## src/rtl/logic_unit_pipe.sv

```systemverilog
// Registered bitwise logic unit with valid/ready handshake and a multi-beat
// accumulate (chain) mode that folds successive B operands into one result.
//
// state | meaning
// ------+-------------------------------------------------------------------
// IDLE  | no chain open; the next beat is a single op or starts a new chain
// ACCUM | chain open; acc_q holds the partial result, cnt_q the beats merged
module logic_unit_pipe #(
  parameter  int WIDTH   = 32,
  parameter  int ACC_MAX = 16,
  localparam int CNT_W   = $clog2(ACC_MAX + 1)
) (
  input  logic             clk,
  input  logic             rst,
  input  logic             in_valid,
  output logic             in_ready,
  input  logic [2:0]       op,
  input  logic             acc_en,
  input  logic             acc_last,
  input  logic [WIDTH-1:0] a,
  input  logic [WIDTH-1:0] b,
  output logic             out_valid,
  input  logic             out_ready,
  output logic [WIDTH-1:0] out_result,
  output logic             out_zero,
  output logic [CNT_W-1:0] out_count
);

  typedef enum logic {
    IDLE  = 1'b0,
    ACCUM = 1'b1
  } state_e;

  localparam logic [CNT_W-1:0] CNT_ONE = CNT_W'(1);
  localparam logic [CNT_W-1:0] CNT_MAX = CNT_W'(ACC_MAX);

  state_e             state_q, state_d;
  logic [WIDTH-1:0]   acc_q, acc_d;
  logic [CNT_W-1:0]   cnt_q, cnt_d;
  logic [WIDTH-1:0]   res_q, res_d;
  logic [CNT_W-1:0]   rcnt_q, rcnt_d;
  logic               out_valid_q, out_valid_d;

  logic               accept;
  logic [WIDTH-1:0]   op_x;
  logic [WIDTH-1:0]   f_val;
  logic [CNT_W-1:0]   cnt_inc;
  logic               chain_close;

  function automatic logic [WIDTH-1:0] logic_op(
    input logic [2:0]       o,
    input logic [WIDTH-1:0] x,
    input logic [WIDTH-1:0] y
  );
    logic [WIDTH-1:0] r;
    case (o)
      3'b000:  r = x & y;
      3'b001:  r = x | y;
      3'b010:  r = x ^ y;
      3'b011:  r = ~(x | y);
      3'b100:  r = x & ~y;
      3'b101:  r = x | ~y;
      3'b110:  r = y;
      default: r = ~(x & y);
    endcase
    return r;
  endfunction

  // Ready only when the result slot is free or being drained this cycle, so
  // no beat (closing or not) is ever taken while a result sits unconsumed.
  assign in_ready    = !rst && (!out_valid_q || out_ready);
  assign accept      = in_valid && in_ready;

  assign op_x        = (state_q == ACCUM) ? acc_q : a;
  assign f_val       = logic_op(op, op_x, b);
  assign cnt_inc     = cnt_q + CNT_ONE;
  assign chain_close = acc_last || !acc_en || (cnt_inc == CNT_MAX);

  always_comb begin
    state_d     = state_q;
    acc_d       = acc_q;
    cnt_d       = cnt_q;
    res_d       = res_q;
    rcnt_d      = rcnt_q;
    out_valid_d = out_valid_q && !out_ready;

    if (accept) begin
      case (state_q)
        IDLE: begin
          if (acc_en && !acc_last) begin
            state_d = ACCUM;
            acc_d   = f_val;
            cnt_d   = CNT_ONE;
          end else begin
            res_d       = f_val;
            rcnt_d      = CNT_ONE;
            out_valid_d = 1'b1;
          end
        end
        ACCUM: begin
          if (chain_close) begin
            state_d     = IDLE;
            acc_d       = '0;
            cnt_d       = '0;
            res_d       = f_val;
            rcnt_d      = cnt_inc;
            out_valid_d = 1'b1;
          end else begin
            acc_d = f_val;
            cnt_d = cnt_inc;
          end
        end
        default: begin
          state_d = IDLE;
        end
      endcase
    end
  end

  always_ff @(posedge clk) begin
    if (rst) begin
      state_q     <= IDLE;
      acc_q       <= '0;
      cnt_q       <= '0;
      res_q       <= '0;
      rcnt_q      <= '0;
      out_valid_q <= 1'b0;
    end else begin
      state_q     <= state_d;
      acc_q       <= acc_d;
      cnt_q       <= cnt_d;
      res_q       <= res_d;
      rcnt_q      <= rcnt_d;
      out_valid_q <= out_valid_d;
    end
  end

  assign out_valid  = out_valid_q;
  assign out_result = res_q;
  assign out_count  = rcnt_q;
  assign out_zero   = (res_q == '0);

endmodule

```

## config.mk

```make
export PLATFORM = sky130hd
export DESIGN_NAME = logic_unit_pipe
export DESIGN_NICKNAME = d
export VERILOG_FILES = /design/src/rtl/logic_unit_pipe.sv
export SDC_FILE = /design/constraint.sdc
export NUM_CORES = 1
export LEC_CHECK = 0
export CAP_MARGIN = 20
export CORE_AREA = 2 2 124 126
export DETAILED_ROUTE_END_ITERATION = 8
export DIE_AREA = 0 0 126 128
export PLACE_DENSITY_LB_ADDON = 0.3
export SYNTH_ARGS = -nofsm -noshare
export SYNTH_HDL_FRONTEND = slang
export SYNTH_SLANG_ARGS = --single-unit
```

## constraint.sdc

```tcl
create_clock -name clk -period 3.5 [get_ports clk]
set_clock_uncertainty 0.1 [all_clocks]
set_input_delay 0.7 -clock clk [delete_from_list [all_inputs] [get_ports clk]]
set_output_delay 0.7 -clock clk [all_outputs]
set_load 0.05 [all_outputs]
```

### After elaboration in Yosys (flattened, before gate mapping)

Cells that the tools add are included.

* reductions and logical operators: 16
* bitwise gates (word level): 9
* shift operators: 0
* multiplexer cells: 21
* order comparisons: 0
* $mul: 0
* eq/ne operators: 10
* add/sub/neg operators: 1
* div/mod/pow operators: 0

Operators by type and width (count)
* one-hot mux 32 bit (7 select lines): 1
* 2-to-1 mux 32 bit: 5
* one-hot mux 32 bit (2 select lines): 2
* inverter 32 bit: 3
* AND 32 bit: 2
* OR 32 bit: 2
* zero test 32 bit: 1
* XOR 32 bit: 1
* 2-to-1 mux 5 bit: 4
* one-hot mux 5 bit (2 select lines): 2
* equality test 3 bit (second input constant): 3
* equality test 3 x 2 -> 1 bit (second input constant): 2
* adder 5 x 1 -> 5 bit (second input constant): 1
* equality test 5 bit (second input constant): 1
* zero test 1 bit: 5
* 2-to-1 mux 1 bit: 5
* logical AND 1 bit: 4
* != test 2 bit (second input constant): 2
* one-hot mux 1 bit (2 select lines): 2
* equality test 3 x 1 -> 1 bit (second input constant): 1
* zero test 3 bit: 1
* logical OR 1 bit: 3
* AND reduction 3 bit: 1
* != test 2 x 1 -> 1 bit (second input constant): 1
* 2 further kinds: 2

* ROM bits: 0
* output and inout port bits: 40
* bits in registers: 76
* word-level logic and storage cells: 63
* memories kept: 0
* latch bits: 0
* memory bits (writable): 0

### Longest topological paths before layout

* depth in word-level cells: 6
* mapped depth: 10

### Least setup slack after synthesis

OpenSTA, ideal clock, no wires.

* kind: input to output
* start point: input port rst
* end point: output port in_ready
* stages: 4
* data arrival time: 1874 ps
* setup slack: 826 ps
* cell sequence: buf_2 > clkbuf_1 > clkbuf_1 > nor2_1

* longest elaborated chain between the ends: 2

RTL lines
* start, declared: RTL line 14 `input logic rst,`
* zero test 1 bit: RTL line 71 `assign in_ready = !rst && (!out_valid_q || out_ready);`
* logical AND 1 bit: RTL line 71
* end, declared: RTL line 16 `output logic in_ready,`

Every way passes these cells.

### Final worst setup path

* start point: register res_q[6] (netlist: out_result[6])
* end point: output port out_zero

* longest elaborated chain between the ends: 1

RTL lines
* start, declared: RTL line 40 `logic [WIDTH-1:0] res_q, res_d;`
* start signal, assigned: RTL line 132 `res_q <= res_d;`
* zero test 32 bit: RTL line 141 `assign out_zero = (res_q == '0);`
* end, declared: RTL line 25 `output logic out_zero,`

Every way passes these cells.

==> impl_metrics.toml <==
[status]
status = "finished, final reports clean"

[cts]
h-tree-depth = 3
cts_post_setup_buffers_inserted = 0
cts_buffers = 9
cts_root_buffer = "clkbuf_16"
clockBufferDepth = 2
hold_buffers = 0
cts_sinks = 76
cts_resized = 0
cts.clk_slew.worst_paths_ns = 0.06
cts_tree = "built"
clk_latency_ns = 0.34

[worst_hold_path]
hold_start = "acc_q[26]"
whs_path_depth = 2
worstHoldPathType = "flip-flop to flip-flop"

[floorplanning]
dieArea_sq_um = 16130
num_rows = 45
die_y_microns = 128
die_width_microns = 126
start_util = 0.4894
io_pins = 113
core_area_sq_um = 14860

[yosys]
synth-compound-area-share = 0.2296
ys_seq_elements = 76
synth_edf_count = 0
syn_area_per_cell_sq_um = 8.498
synthAdderAreaFrac = 0.2219
yosys_warnings = 0
synth_ff_type = "dfxtp_1"
synthMuxAreaShare = 0.08634
yosysSeqAreaShare = 0.2092
yosysUniqueCellTypes = 63
syn_nets = 1058
synth.most_common_cell = "ha_1"
synth_cells = 856
synthArstFlopShare = 0
synth_xor_xnor_area_share = 0.01084
synth_simple_gate_area_share = 0.1560
synth_top_area_frac = 0.2219
synth_area_sq_um = 7274
synth_top_family_by_area = "compound AO/OA/AOI/OAI gates"
synthTopCellsByCount = "ha_1, dfxtp_1, nand2_1, inv_1, mux2i_1"
yosys-top-cells-area = "ha_1, dfxtp_1, mux2i_1, nand2_1, inv_1"
synth_top_cell_by_area = "ha_1"

[route]
drtIter0Drc = 576
post_drt_wl_per_cell_microns = 18.51
drc = 0
ant_nets = 0
num_vias = 6710
routed_wl_microns = 20900
vias_per_cell = 5.943
first_pass_iters = 5

[worst_setup_path]
cpMaxStageDelayCell = "clkdlybuf4s50_1"
path_class = "flip-flop to primary output"
critPathMaxFanout = 3
reg2reg_from = "state_q"
critPathLaunchType = "flip-flop"
setup.worst_path.start = "out_result[6]"
arrival_ns = 2.28
r2r_cells = 7
end_kind = "primary output"
cp.required_ns = 2.70
path_cells = "nor4_1, nand4_1, nor2_1, clkdlybuf4s50_1"
max_stage_delay_ns = 0.81

[finish]
multi_input_area_sq_um = 5141
synthToLayoutAreaGrowth_pct = 21.62
fillers = 1367
fin_nets = 1139
regArea_sq_um = 1523
antennaDiodeCount = 0
design_area_sq_um = 8847
drive_gt1_frac = 0.07970

[pwr]
power.total_w = 0.002914
vdd_drop_max_uv = 227.1
p_leak_nw = 3.944
power_density_nw_per_um2 = 329.4

[sta]
timing.final.crit_share = 0.8788
rsz0062_at_grt = "no"
finalSetupViolCount = 0
setup_tns_ns = 0
maxSlewHeadroom = 0.4347
fmax_mhz = 325.1
holdWs_ns = 0.3511
hold_violations = 0
worstMarginPinSlew_ns = 0.8480
finalCriticalPeriod_ns = 3.076
drv_slew = 0

[global_routing]
grt_max_degree = 79
grt-ovfl-total = 0
first_global_vias = 6415
antenna_found_initial = 0
grt_pass1_wl_microns = 33490
track_usage = 0.2577

[placement]
hpwl_microns = 14850
place_area_sq_um = 8507
io_buffer_count = 112
gp_congestion = 0.8405

[run]
drv_cap = 0
## where the power goes
part           total (W)  leakage [nW]  switching (W)  internal [W]
Clock            0.00109         0.162       0.000379      0.000713
Sequential      0.000946         0.617      0.0000473      0.000898
Combinational   0.000877          3.16       0.000501      0.000375
## routing by layer
metal,vias up,track usage,share of wire
met1,3217,0.3319,0.43
met5,-,0,0
met3,41,0.02713,0.056
li1,3212,-,-
met4,0,0.1067,0.030
met2,240,0.4412,0.48
## area by class of cell
type,count,share of cell area
Inverter,73,0.03097
Sequential cell,76,0.1721
Tap cell,188,0.02659
Multi-Input combinational cell,641,0.5811
Clock inverter,4,0.01103
Timing Repair Buffer,136,0.1508
Clock buffer,11,0.02744
## through the flow
stage,util,worst slack [ns],instances
final,0.5952,0.4241,1129
after global placement,0.5723,0.5625,1114
after global routing,0.5952,0.3331,1129
after floorplan,-,0.8260,856
after detailed placement,0.5723,0.5564,1114
after CTS,0.5952,0.4017,1129
## layout by cell type (no fill, tap or decap), drive strengths merged, types with 11 or more instances in the layout
cell and count:
nand3b 26, a31oi 15, buf 28, inv 73, a21o 18, o221ai 14
a22o 19, o21ai 51, a221oi 13, clkdlybuf4s50 108, clkbuf 11, mux2i 41
ha 129, o211ai 16, nand2 75, a21oi 22, dfxtp 76, mux2 19
nor2b 31, nor2 27
## state kept, by name (all words and copies together), names as in the netlist
signal / count
acc_q: 32
out_result: 32
cnt_q: 5
out_count: 5
out_valid: 1
state_q: 1
## logic make-up (layout without fill, tap and decap cells)
family                   Yosys count  after routing
AO/OA/AOI/OAI                    228            228
XOR/XNOR                           9              9
adder cells (fa/ha/maj)          129            129
buffers and inverters            139            224
flip-flops                        76             76
multiplexers                      60             60
AND/OR/NAND/NOR                  215            215
## critical path, delay by kind of cell (launching register included)
family / cells / cell delay [ns]
simple gates: 3 / 0.77
flops: 1 / 0.36
buf+inv: 1 / 0.81
## path summary, 6_finish.rpt
check,endpoint,slack (ns)
max,out_zero,0.42
min,acc_q[26],0.35
max reg2reg,acc_q[24],0.66
min reg2reg,acc_q[26],0.35
(Power assumes the default switching activity.)
